## src/rtl/fir_fxp_pkg.sv

```systemverilog
// fir_fxp_pkg
// Purpose : shared fixed-point definitions for the FIR filter chain.
//           - default WI/WF widths of sample, coefficient and accumulator sum
//           - overflow-code constants carried alongside every sample
//           - round_half_up / saturate helpers operating on a 64-bit signed
//             carrier; callers size-cast the result to their own width.
// Ports   : none (package)
package fir_fxp_pkg;

    // Sample format (filter input and requantizer output)
    localparam int WI1 = 4;
    localparam int WF1 = 5;
    // Coefficient format
    localparam int WIC = 2;
    localparam int WFC = 5;
    // Growth of the accumulator integer part with the number of taps
    localparam int FILT_ORDER = 6;
    // Accumulator sum format
    localparam int WIS = WI1 + WIC + FILT_ORDER;
    localparam int WFS = WF1 + WFC;

    // Overflow code travelling with each sample
    localparam logic [1:0] OVF_NONE = 2'b00;
    localparam logic [1:0] OVF_ONE  = 2'b10;
    localparam logic [1:0] OVF_BOTH = 2'b11;

    typedef logic signed [63:0] fxp_wide_t;

    // Drop 'shift' fraction bits, rounding ties toward +inf.
    // Adding half an LSB then shifting arithmetically gives floor(x/2^s + 1/2).
    function automatic fxp_wide_t round_half_up(input fxp_wide_t x, input int shift);
        fxp_wide_t half;
        half = 64'sd1 <<< (shift - 1);
        return (x + half) >>> shift;
    endfunction

    // Clamp x into the signed range of a 'width'-bit two's complement value.
    function automatic fxp_wide_t saturate(input fxp_wide_t x, input int width);
        fxp_wide_t max_v;
        fxp_wide_t min_v;
        max_v = (64'sd1 <<< (width - 1)) - 64'sd1;
        min_v = -(64'sd1 <<< (width - 1));
        if (x > max_v) begin
            return max_v;
        end else if (x < min_v) begin
            return min_v;
        end
        return x;
    endfunction

endpackage

```

## src/rtl/fir_output_requantizer_if.sv

```systemverilog
// fir_output_requantizer_if
// Purpose : bundles the input (filter sum) and output (requantized sample)
//           valid/ready streams of the requantizer.
// Params  : DIW data width of the incoming sum, DOW width of the output sample
// Signals : in_valid/in_ready/in_data/in_ovf   - upstream stream
//           out_valid/out_ready/out_data/out_ovf/out_sat - downstream stream
// Modports: slave  - the requantizer (consumes in_*, produces out_*)
//           master - the environment around it
interface fir_output_requantizer_if
    import fir_fxp_pkg::*;
#(
    parameter int DIW = WIS + WFS,
    parameter int DOW = WI1 + WF1
);
    logic           in_valid;
    logic           in_ready;
    logic [DIW-1:0] in_data;
    logic [1:0]     in_ovf;
    logic           out_valid;
    logic           out_ready;
    logic [DOW-1:0] out_data;
    logic [1:0]     out_ovf;
    logic           out_sat;

    modport slave (
        input  in_valid, in_data, in_ovf, out_ready,
        output in_ready, out_valid, out_data, out_ovf, out_sat
    );

    modport master (
        output in_valid, in_data, in_ovf, out_ready,
        input  in_ready, out_valid, out_data, out_ovf, out_sat
    );
endinterface

```

## src/rtl/fir_out_fifo.sv

```systemverilog
// fir_out_fifo
// Purpose : small synchronous FIFO with a combinational head. The head reads
//           as zero while empty so downstream sees clean data after reset.
// Params  : WIDTH entry width, DEPTH entries (power of 2, >= 2)
// Ports   : clk, srst      clock, synchronous active-high reset
//           push/push_data write an entry (ignored when full unless popping)
//           pop            remove the head (ignored when empty)
//           head           current oldest entry
//           count          number of stored entries, 0..DEPTH
module fir_out_fifo #(
    parameter int WIDTH = 12,
    parameter int DEPTH = 4
) (
    input  logic                     clk,
    input  logic                     srst,
    input  logic                     push,
    input  logic [WIDTH-1:0]         push_data,
    input  logic                     pop,
    output logic [WIDTH-1:0]         head,
    output logic [$clog2(DEPTH):0]   count
);
    localparam int AW = $clog2(DEPTH);
    localparam logic [AW:0] FULL = (AW + 1)'(DEPTH);

    // Depth is tiny, so the array maps to LUT RAM with an asynchronous read
    // which lets the head be presented the cycle after it is written.
    logic [WIDTH-1:0] mem [DEPTH];
    logic [AW-1:0]    wr_ptr_reg;
    logic [AW-1:0]    rd_ptr_reg;
    logic [AW:0]      count_reg;
    logic             do_push;
    logic             do_pop;

    // A push into a full FIFO is allowed only alongside a pop: the slot being
    // freed is the one written, and the count stays at DEPTH.
    assign do_pop  = pop && (count_reg != '0);
    assign do_push = push && ((count_reg != FULL) || do_pop);

    always_ff @(posedge clk) begin
        if (do_push) begin
            mem[wr_ptr_reg] <= push_data;
        end
    end

    // Power-of-2 depth: pointers wrap by natural overflow.
    always_ff @(posedge clk) begin
        if (srst) begin
            wr_ptr_reg <= '0;
            rd_ptr_reg <= '0;
            count_reg  <= '0;
        end else begin
            if (do_push) begin
                wr_ptr_reg <= wr_ptr_reg + 1'b1;
            end
            if (do_pop) begin
                rd_ptr_reg <= rd_ptr_reg + 1'b1;
            end
            case ({do_push, do_pop})
                2'b10:   count_reg <= count_reg + 1'b1;
                2'b01:   count_reg <= count_reg - 1'b1;
                default: count_reg <= count_reg;
            endcase
        end
    end

    assign head  = (count_reg != '0) ? mem[rd_ptr_reg] : '0;
    assign count = count_reg;

endmodule

```

## src/rtl/fir_output_requantizer.sv

```systemverilog
// fir_output_requantizer
// Purpose : rounds (half-up) and saturates the wide FIR sum WII.WFI down to
//           the sample format WIQ.WFQ, then buffers the result in a FIFO
//           behind a valid/ready handshake. The filter overflow code and a
//           local saturation flag travel with each sample.
// Params  : WII, WFI   integer/fraction bits of the input sum
//           WIQ, WFQ   integer/fraction bits of the output sample
//           FIFO_DEPTH output buffer entries (power of 2, >= 2)
// Ports   : CLK        clock, all logic on posedge
//           RESET      synchronous active-high reset, discards everything in flight
//           io         slave side of fir_output_requantizer_if (in_* / out_* streams)
//           sat_count  16-bit saturating count of clipped samples pushed into
//                      the FIFO; present only when REQUANT_SAT_CNT_EN is defined
// Build   : define REQUANT_SAT_CNT_EN to add the sat_count port and counter.
module fir_output_requantizer
    import fir_fxp_pkg::*;
#(
    parameter int WII        = WIS,
    parameter int WFI        = WFS,
    parameter int WIQ        = WI1,
    parameter int WFQ        = WF1,
    parameter int FIFO_DEPTH = 4
) (
    input  logic                      CLK,
    input  logic                      RESET,
    fir_output_requantizer_if.slave   io
`ifdef REQUANT_SAT_CNT_EN
    ,
    output logic [15:0]               sat_count
`endif
);
    localparam int WI    = WII + WFI;
    localparam int WO    = WIQ + WFQ;
    localparam int SHIFT = WFI - WFQ;
    // One extra bit absorbs the rounding carry before the shift.
    localparam int W1    = WI + 1 - SHIFT;
    localparam int FW    = WO + 3;
    localparam int CW    = $clog2(FIFO_DEPTH) + 1;

    logic          accept;
    logic          v1_reg;
    logic [W1-1:0] s1_data_reg;
    logic [1:0]    s1_ovf_reg;
    logic          v2_reg;
    logic [WO-1:0] s2_data_reg;
    logic [1:0]    s2_ovf_reg;
    logic          s2_sat_reg;
    fxp_wide_t     s1_wide;
    fxp_wide_t     s2_wide;
    logic [FW-1:0] fifo_head;
    logic [CW-1:0] fifo_count;
    logic [CW:0]   credit_used;

    assign accept = io.in_valid && io.in_ready;

    // Stage 1: round half-up, dropping SHIFT fraction bits.
    always_ff @(posedge CLK) begin
        if (RESET) begin
            v1_reg      <= 1'b0;
            s1_data_reg <= '0;
            s1_ovf_reg  <= OVF_NONE;
        end else begin
            v1_reg <= accept;
            if (accept) begin
                s1_data_reg <= W1'(round_half_up(fxp_wide_t'(signed'(io.in_data)), SHIFT));
                s1_ovf_reg  <= io.in_ovf;
            end
        end
    end

    // Stage 2: clamp to the output range; any change means the sample clipped.
    always_comb begin
        s1_wide = fxp_wide_t'(signed'(s1_data_reg));
        s2_wide = saturate(s1_wide, WO);
    end

    always_ff @(posedge CLK) begin
        if (RESET) begin
            v2_reg      <= 1'b0;
            s2_data_reg <= '0;
            s2_ovf_reg  <= OVF_NONE;
            s2_sat_reg  <= 1'b0;
        end else begin
            v2_reg <= v1_reg;
            if (v1_reg) begin
                s2_data_reg <= s2_wide[WO-1:0];
                s2_ovf_reg  <= s1_ovf_reg;
                s2_sat_reg  <= (s2_wide != s1_wide);
            end
        end
    end

    fir_out_fifo #(
        .WIDTH (FW),
        .DEPTH (FIFO_DEPTH)
    ) u_fifo (
        .clk       (CLK),
        .srst      (RESET),
        .push      (v2_reg),
        .push_data ({s2_data_reg, s2_ovf_reg, s2_sat_reg}),
        .pop       (io.out_valid && io.out_ready),
        .head      (fifo_head),
        .count     (fifo_count)
    );

    // Credit check: every sample already in the pipeline owns a FIFO slot, so
    // the pipeline never has to stall and nothing is ever dropped.
    assign credit_used = (CW + 1)'(fifo_count) + (CW + 1)'(v1_reg) + (CW + 1)'(v2_reg);
    assign io.in_ready = credit_used < (CW + 1)'(FIFO_DEPTH);

    assign io.out_valid = (fifo_count != '0);
    assign {io.out_data, io.out_ovf, io.out_sat} = fifo_head;

`ifdef REQUANT_SAT_CNT_EN
    logic [15:0] sat_count_reg;

    always_ff @(posedge CLK) begin
        if (RESET) begin
            sat_count_reg <= '0;
        end else if (v2_reg && s2_sat_reg && (sat_count_reg != 16'hFFFF)) begin
            sat_count_reg <= sat_count_reg + 16'd1;
        end
    end

    assign sat_count = sat_count_reg;
`endif

endmodule

```

## src/flat_wrapper.sv

```systemverilog
// flat-port wrapper written by rule: the top's interface ports become plain ports
module fir_output_requantizer_flat import fir_fxp_pkg::*;
#(
    parameter int WII        = WIS,
    parameter int WFI        = WFS,
    parameter int WIQ        = WI1,
    parameter int WFQ        = WF1,
    parameter int FIFO_DEPTH = 4
)
  (CLK, RESET, io_in_valid, io_in_data, io_in_ovf, io_out_ready, io_in_ready, io_out_valid, io_out_data, io_out_ovf, io_out_sat);
  fir_output_requantizer_if #(.DIW((WIS + WFS)), .DOW((WI1 + WF1))) io_i ();
  input  logic CLK;
  input  logic RESET;
  input wire logic [$bits(io_i.in_valid)-1:0] io_in_valid;
  input wire logic [$bits(io_i.in_data)-1:0] io_in_data;
  input wire logic [$bits(io_i.in_ovf)-1:0] io_in_ovf;
  input wire logic [$bits(io_i.out_ready)-1:0] io_out_ready;
  output wire logic [$bits(io_i.in_ready)-1:0] io_in_ready;
  output wire logic [$bits(io_i.out_valid)-1:0] io_out_valid;
  output wire logic [$bits(io_i.out_data)-1:0] io_out_data;
  output wire logic [$bits(io_i.out_ovf)-1:0] io_out_ovf;
  output wire logic [$bits(io_i.out_sat)-1:0] io_out_sat;
  assign io_i.in_valid = io_in_valid;
  assign io_i.in_data = io_in_data;
  assign io_i.in_ovf = io_in_ovf;
  assign io_i.out_ready = io_out_ready;
  assign io_in_ready = io_i.in_ready;
  assign io_out_valid = io_i.out_valid;
  assign io_out_data = io_i.out_data;
  assign io_out_ovf = io_i.out_ovf;
  assign io_out_sat = io_i.out_sat;
  fir_output_requantizer #(.WII(WII), .WFI(WFI), .WIQ(WIQ), .WFQ(WFQ), .FIFO_DEPTH(FIFO_DEPTH)) u_core (.CLK(CLK), .RESET(RESET), .io(io_i));
endmodule
```

## config.mk

```make
export PLATFORM = sky130hd
export DESIGN_NAME = fir_output_requantizer_flat
export DESIGN_NICKNAME = d
export VERILOG_FILES = /design/src/rtl/fir_fxp_pkg.sv /design/src/rtl/fir_output_requantizer_if.sv /design/src/rtl/fir_out_fifo.sv /design/src/rtl/fir_output_requantizer.sv /design/src/flat_wrapper.sv
export SDC_FILE = /design/constraint.sdc
export NUM_CORES = 1
export LEC_CHECK = 0
export BUFFER_PORTS_ARGS = -buffer_cell sky130_fd_sc_hd__buf_2
export CORE_ASPECT_RATIO = 0.5
export CORE_MARGIN = 10
export CORE_UTILIZATION = 55
export CTS_BUF_LIST = sky130_fd_sc_hd__clkbuf_8
export CTS_CLUSTER_SIZE = 40
export DETAILED_ROUTE_END_ITERATION = 10
export GPL_TIMING_DRIVEN = 0
export HOLD_SLACK_MARGIN = 0.06
export PLACE_DENSITY = 0.72
export SKIP_LAST_GASP = 1
export SYNTH_ARGS = -nofsm -noshare
export SYNTH_HDL_FRONTEND = slang
export SYNTH_SLANG_ARGS = --single-unit
```

## constraint.sdc

```tcl
create_clock -name CLK -period 3.1 [get_ports CLK]
set_input_delay 0.465 -clock CLK [delete_from_list [all_inputs] [get_ports CLK]]
set_output_delay 0.465 -clock CLK [all_outputs]
set_load 0.01 [all_outputs]
```

==> results of run 1 <==
worst min-delay path, stage by stage:
cell     delay (ns)
buf_2          0.07
mux2i_1        0.06
nor2_1         0.08
per-layer routing:
metal  vias to the layer above  GRT usage, %
li1                       1222             -
met1                      1150          17.0
met2                        67          21.3
met3                         2          4.08
met4                         0          3.87
met5                         -             0
area by class of cell:
cell class / instances / share of cell area (%)
sequential: 91 / 53.3
multi-input combinational: 191 / 32.7
timing repair buffer: 36 / 4.18
clock buffer: 9 / 2.87
tap: 92 / 2.67
clock inverter: 7 / 2.15
buffer: 14 / 1.30
inverter: 9 / 0.783
worst paths after layout:
| kind | startpoint | depth (start not counted) | endpoint |
|---|---|---|---|
| worst max register to register | u_core.v2_reg | 6 | u_core.s1_data_reg[9] |
| worst max-delay path | flop | 4 | io_out_data[0] |
| worst min-delay path | io_in_ovf[1] | 3 | u_core.s1_ovf_reg[1] |
| worst min register to register | u_core.s1_data_reg[1] | 2 | u_core.s1_data_reg[1] |
logic make-up after synthesis:
family                   share of synthesized area [%]
AND/OR/NAND/NOR                                   13.7
adder cells (fa/ha/maj)                           2.50
flip-flops                                        60.5
buffers and inverters                             2.37
XOR/XNOR                                          3.68
AO/OA/AOI/OAI                                     8.19
multiplexers                                      8.98
power by group through the flow:
stage	Sequential, mW	Combinational, mW	Clock [mW]
2_1_floorplan	1.49	0.547	0
4_1_cts	1.49	0.784	0.862
6_report	1.49	0.766	0.849
5_1_grt	1.51	0.862	0.903
3_5_place_dp	1.52	0.781	0
3_3_place_gp	1.51	0.757	0
cells in the final DEF (no fill, tap or decap), types with 3 or more instances in the layout:
master / count
a21oi_1: 13
edfxtp_1: 48
or3_1: 4
mux4_2: 12
nor2b_1: 3
ha_1: 6
nand4_1: 5
clkbuf_1: 10
and3_1: 5
a211oi_1: 14
nand3_1: 6
dfxtp_1: 43
and2_1: 13
xor2_1: 6
o21ai_0: 11
a311oi_1: 4
xnor2_1: 10
mux2i_1: 6
nor2_1: 33
inv_1: 9
nor3_1: 7
nand2_1: 14
clkbuf_8: 9
buf_2: 39
==> metrics.cfg, run 1 <==
[run_status]
status = complete, no violations

[routing]
wl_met3_um = 373
first_pass_iters = 4
antenna_left = 0
vias = 2441
viasPerCell = 5.44
wl_met2_mm = 3.22
wl_met1_mm = 3.46
topRoutingLayerUsed = met4
drc = 0
drt_wl_total_mm = 7.09
wl_per_cell_um = 15.8
drt-initial-drc-count = 166

[synth]
synthesis.area_um2 = 3800
synthArstFlopShare_pct = 0
syn-num-nets = 340
synth-edff-count = 48
synthTopCellsByArea = edfxtp_1, dfxtp_1, mux4_2
ys_seq_area_share_pct = 60.5
synth.distinct_cells = 41
netlist_instances = 305
synth_top_area_share_pct = 37.9
syn_area_per_cell_um2 = 12.5
ys_top_cells_by_count = edfxtp_1, dfxtp_1, nor2_1
synth_top_cell_by_area = edfxtp_1
synth_ff_type = edfxtp_1
synth_most_common_cell = edfxtp_1
yosysWarnings = 0
synth_seq_cells = 91

[clocking]
clkTransAtPathRegs_ns = 0.08
h-tree-depth = 3
cts.sinks = 91
clock_latency_ns = 0.35
cts_resized = 0
ctsHoldBuffers = 0
post-cts-setup-buffers = 0
clock-root-buffer = clkbuf_8
cts_max_path_buffers = 2
cts_buffers = 9
cts_tree = yes

[sta]
finalSetupViolCount = 0
worstMarginPinSlew_ns = 0.828
drv_slew = 0
finalHoldViolCount = 0
fin_worst_skew_ns = 0.00912
fin_crit_sh_pct = 78.2
maxSlewHeadroom_pct = 44.7
rsz0062_at_grt = no
fmax_ghz = 0.412
setup_slack_ns = 0.675
tns_ns = 0
whs_ns = 0.358
fin_crit_ns = 2.42

[layout]
fin_util_pct = 64.4
fin_nets = 387
largest_reg_flops = 48
fin_area_um2 = 4320
final_cells = 449
drive_gt1_share_pct = 19.9
area_growth_pct = 13.5
antenna_cells = 0
seq_area_um2 = 2300
num-fill-cells = 520
multi_input_area_um2 = 1410

[worst_setup_path]
cp_top_family = multiplexers
critPathArrivalTime_ns = 1.96
required_ns = 2.63
slowest_stage = mux4_2
start_kind = flop
cp_max_fo = 10
cp-end-kind = primary output
r2r_setup_slack_ns = 0.88
max_stage_delay_ns = 0.55
crit_chain = buf_2 -> mux4_2 -> and2_1 -> buf_2
crit_type = flop to primary output
crit_buf_inv = 2
crit_top_cell = buf_2

[global_routing]
grt_first_pass_wirelength_mm = 11.5
track_usage_pct = 13.3
grt_pass1_vias = 2477
antenna_found_initial = 0
grt_overflow = 0
grt_max_degree = 16

[pwr]
pwr_density_cell_nw_per_um2 = 720
p_clk_share_pct = 27.3
vdd_ir_drop_max_v = 0.000242
power_leakage_nw = 1.55
seqPwrFrac_pct = 48.0
switching_share_pct = 29.2
p_switching_mw = 0.908
p_total_mw = 3.11
p_int_mw = 2.20
power_frac_comb_pct = 24.7

[floorplanning]
dieHeight_um = 78.8
fp.dieW_um = 138
placementRows = 21
start_util_pct = 56.8
die_area_um2 = 10800
boundaryPins = 42
core_um2 = 6700

[job]
cap_violations = 0

[placement]
post-place-cells = 433
dpl_cell_area_um2 = 4100
dp_slack_ns = 0.892
port_buffers = 36
gp_congestion = 0.776
place_hpwl_mm = 5.21

[hold_path]
hold_class = primary input to flop

Note: power is estimated with default switching activity, not from simulation.
==> run 2, diff against run 1 <==
- CORE_UTILIZATION: 55 -> 54
- PLACE_DENSITY: 0.72 -> 0.73
- clock period: 3.1 -> 2 ns (I/O delays scaled with it)
==> run 2 against run 1 <==
Effect of this change:
- combinational power up 88%
- die area up 1.5%
- total power rose by 67%
- critical path depth did not move
- clock skew shrank 0.0011 ns
- first-iteration DRC count is 6.6% lower
- critical endpoint is now io_out_data[2]
- largest power group unchanged
==> metrics.cfg, run 2 (synthesis results as in run 1) <==
[run_status]
status = complete, no violations

[hold_path]
hold_class = primary input to flop

[global_routing]
grt_pass1_vias = 2473
grt_first_pass_wirelength_mm = 12.2
antenna_found_initial = 0
grt_overflow = 0
track_usage_pct = 13.6
grt_max_degree = 16

[layout]
final_common_cell = edfxtp_1
fin_util_pct = 66.6
largest_reg_flops = 48
area_growth_pct = 18.2
drive_gt1_share_pct = 26.3
final_cell_mix = edfxtp_1, dfxtp_1, buf_2, nor2_1, nand2_1
antenna_cells = 0
multi_input_area_um2 = 1450
seq_area_um2 = 2310
fin_nets = 391
num-fill-cells = 479

[sta]
tns_ns = 0
setup_slack_ns = 0.0242
fmax_ghz = 0.506
rsz0062_at_grt = yes
fin_worst_skew_ns = 0.00807
fin_crit_ns = 1.98
fin_crit_sh_pct = 98.8
drv_slew = 0
maxSlewHeadroom_pct = 54.8
whs_ns = 0.188
finalSetupViolCount = 0
finalHoldViolCount = 0
worstMarginPinSlew_ns = 0.678

[worst_setup_path]
worst_r2r_endpoint = u_core.u_fifo.count[2]
slowest_stage = mux4_2
reg2regPathDepth = 5
critPathArrivalTime_ns = 1.68
crit_type = flop to primary output
crit_buf_inv = 2
r2r_setup_slack_ns = 0.07
cp_max_fo = 5
cp_top_family = multiplexers
worst-path-stages = 4
worstSetupEndpoint = io_out_data[2]
start_kind = flop
r2r_start = u_core.u_fifo.count[1]
max_stage_delay_ns = 0.49
crit_chain = buf_12 -> mux4_2 -> and2_1 -> buf_2
required_ns = 1.70
cp-end-kind = primary output

[pwr]
switching_share_pct = 28.5
pwr_density_cell_nw_per_um2 = 1160
p_total_mw = 5.20
vdd_ir_drop_max_v = 0.000384
p_clk_share_pct = 26.7
power_leakage_nw = 1.63
seqPwrFrac_pct = 45.6
p_switching_mw = 1.48
power_frac_comb_pct = 27.8
p_int_mw = 3.72

[floorplanning]
fp.dieW_um = 139
dieHeight_um = 79.3
core_um2 = 6750
die_area_um2 = 11000
start_util_pct = 56.3
boundaryPins = 42
placementRows = 21

[routing]
first_pass_iters = 4
vias = 2479
drt-initial-drc-count = 155
drc = 0
antenna_left = 0
viasPerCell = 5.47
wl_per_cell_um = 16.3
drt_wl_total_mm = 7.40

[placement]
dp_slack_ns = -0.194
place_hpwl_mm = 5.33
port_buffers = 36
gp_congestion = 0.802

[job]
cap_violations = 0

[clocking]
cts.sinks = 91
clock-root-buffer = clkbuf_8
clkTransAtPathRegs_ns = 0.08
h-tree-depth = 3
cts_max_path_buffers = 2
cts_tree = yes
clock_latency_ns = 0.35
cts_buffers = 9
ctsHoldBuffers = 0

==> run 2: cell count changes in the layout (fill, tap and decap cells not counted), moves of 2 or more <==
cell	delta
clkbuf_4	+2
dfxtp_4	+2
buf_4	+5
buf_6	+2
and2_1	-3
buf_2	-3
clkbuf_8	+2
dfxtp_1	-5
and2_4	+3
buf_12	+2
clkbuf_1	-5
dfxtp_2	+3
==> run 2: cell type report <==
type	instances	share of cell area, %
sequential	91	51.4
multi-input combinational	191	32.2
timing repair buffer	42	6.01
clock buffer	11	3.37
tap	92	2.56
clock inverter	5	1.84
buffer	12	1.70
inverter	9	0.835
==> run 2: metrics by stage <==
step | area, µm² | cells
finish | 4500 | 453
global route | 4500 | 453
CTS | 4430 | 452
detailed placement | 4100 | 433
global placement | 4100 | 433
floorplan | 3800 | 305
==> run 2: layer usage <==
metal	track usage, %	part of all wire, %
met1	16.9	48
met2	22.7	47
met3	4.10	4.6
met4	4.24	0.41
met5	0	0
==> run 2: worst min-delay path by stage <==
| stage | to | cells past startpoint | start |
|---|---|---|---|
| after detailed placement | u_core.u_fifo.mem[3][8] | 0 | u_core.s2_data_reg[5] |
| after global placement | u_core.s1_ovf_reg[1] | 2 | u_core.s1_ovf_reg[1] |
| final | u_core.s1_ovf_reg[1] | 3 | io_in_ovf[1] |
| after global routing | u_core.s1_ovf_reg[0] | 3 | io_in_ovf[0] |
| after CTS | u_core.s1_ovf_reg[0] | 3 | io_in_ovf[0] |
| after floorplan | u_core.s1_ovf_reg[0] | 2 | io_in_ovf[0] |
==> run 2: timing repair <==
action                                  in CTS  in global routing
pin swaps                                    0                  6
cloned                                       1                  0
gates resized for setup                     20                 11
setup buffers                                2                  3
endpoints found under the setup margin      37                 41
==> run 2: worst reg2reg max path: stages (launching register included) <==
cell     delay (ns)
dfxtp_2        0.41
o31ai_4        0.12
or2_2          0.34
fa_1           0.40
o22ai_1        0.21
mux2_2         0.36
==> run 2: power groups by stage <==
stage / clock network [mW] / logic, mW / registers (mW)
after global placement: 0 / 1.19 / 2.33
final: 1.39 / 1.44 / 2.37
after CTS: 1.41 / 1.37 / 2.35
after floorplan: 0 / 0.849 / 2.30
after global routing: 1.48 / 1.60 / 2.39
after detailed placement: 0 / 1.23 / 2.36
==> run 3, diff against run 2 <==
- BUFFER_PORTS_ARGS: -buffer_cell sky130_fd_sc_hd__buf_2 -> -buffer_cell sky130_fd_sc_hd__buf_4
==> run 3 against run 2 <==
Effect of this change:
- total power fell by 1.0%
- routed wire length down 2.3%
- first-iteration DRC count decreased by 14%
- non-clock buffer count rose by 1
- cell count up 0.22%
- clock skew is 0.0033 ns higher
- core utilization is 1.2 points higher
- sequential share of layout area fell by 0.86 points
- sequential power about the same
- highest routed layer unchanged
==> metrics.cfg, run 3 (synthesis results as in run 1) <==
[floorplanning]
placementRows = 21
die_area_um2 = 11000
start_util_pct = 56.3
dieHeight_um = 79.3
fp.dieW_um = 139
core_um2 = 6750
boundaryPins = 42

[sta]
maxSlewHeadroom_pct = 55.9
fin_worst_skew_ns = 0.0113
drv_slew = 0
worstMarginPinSlew_ns = 0.662
finalSetupViolCount = 0
fin_crit_sh_pct = 98.8
finalHoldViolCount = 0
fin_crit_ns = 1.98
fmax_ghz = 0.506
setup_slack_ns = 0.0250
rsz0062_at_grt = yes

[layout]
fin_nets = 392
final_common_cell = edfxtp_1
drive_gt1_share_pct = 28.5
fin_util_pct = 67.8
area_growth_pct = 20.4
num-fill-cells = 485
multi_input_area_um2 = 1470
largest_reg_flops = 48
final_cells = 454
seq_area_um2 = 2320
antenna_cells = 0
final_cell_mix = edfxtp_1, dfxtp_1, nor2_1, buf_4, nand2_1

[worst_setup_path]
cp_max_fo = 5
cp-end-kind = primary output
start_kind = flop
crit_type = flop to primary output
required_ns = 1.70
critPathArrivalTime_ns = 1.68

[routing]
first_pass_iters = 4
wl_per_cell_um = 15.9
antenna_left = 0
drc = 0
viasPerCell = 5.50
vias = 2499
drt-initial-drc-count = 134
drt_wl_total_mm = 7.23

[placement]
port_buffers = 36
gp_congestion = 0.785
dp_slack_ns = -0.162
place_hpwl_mm = 5.24
post-place-cells = 433

[clocking]
clock-root-buffer = clkbuf_8
cts_tree = yes
h-tree-depth = 3
cts_max_path_buffers = 2
clkTransAtPathRegs_ns = 0.08
cts.sinks = 91
cts_buffers = 9
clock_latency_ns = 0.36

[global_routing]
grt_pass1_vias = 2472
antenna_found_initial = 0
grt_overflow = 0
grt_max_degree = 18
track_usage_pct = 13.2
grt_first_pass_wirelength_mm = 11.8

[job]
cap_violations = 0

[run_status]
status = complete, no violations

[hold_path]
hold_class = primary input to flop

[pwr]
pwr_density_cell_nw_per_um2 = 1120
power_leakage_nw = 1.65
vdd_ir_drop_max_v = 0.000426
p_total_mw = 5.14

-- run 3: critical path: stages (launching register included) --
cell       delay [ns]
dfxtp_4          0.39
clkbuf_16        0.16
mux4_2           0.49
and2_4           0.17
buf_6            0.11
-- run 3: metrics by stage --
step                      hold slack, ns  TNS [ns]  cell area [µm²]
after floorplan                    0.447         0             3800
after global placement             0.471     -2.11             4190
after detailed placement           0.488     -2.48             4190
after CTS                          0.170    -0.608             4450
after global routing               0.199    -0.335             4580
final                              0.184         0             4580
-- run 3: per-layer routing --
metal  vias up  global-route usage [%]  wire length [µm]
met1      1212                    15.9              3270
met3         6                    4.51               459
met5         -                       0                 0
met4         0                    4.24                59
li1       1222                       -                 -
met2        59                    22.2              3440
-- run 3: power breakdown --
part,internal (mW),switching (mW)
Combinational,0.937,0.711
Sequential,2.18,0.185
Clock,0.475,0.659
-- run 3: path summary, 6_finish.rpt --
check	startpoint	end	slack, ns	depth (start not counted)
max	flop	io_out_data[4]	0.02	4
min	io_in_ovf[1]	u_core.s1_ovf_reg[1]	0.18	3
max reg2reg	u_core.u_fifo.count[2]	u_core.u_fifo.count[2]	0.11	5
min reg2reg	u_core.s1_data_reg[4]	u_core.s1_data_reg[4]	0.51	2
-- run 3: area by class of cell --
class | count | share of cell area, %
inverters | 9 | 0.820
clock buffers | 9 | 2.71
clock inverters | 7 | 1.31
flip-flops and latches | 91 | 50.6
plain buffers | 12 | 1.61
repair buffers | 43 | 8.25
multi-input cells | 191 | 32.2
well taps | 92 | 2.51
-- run 3: what timing repair did --
item	4_1_cts	5_1_grt
gates cloned	0	1
pin swaps	0	2
setup buffers	2	4
setup endpoints to repair	39	22
resized for setup	20	27
hold buffers	0	0
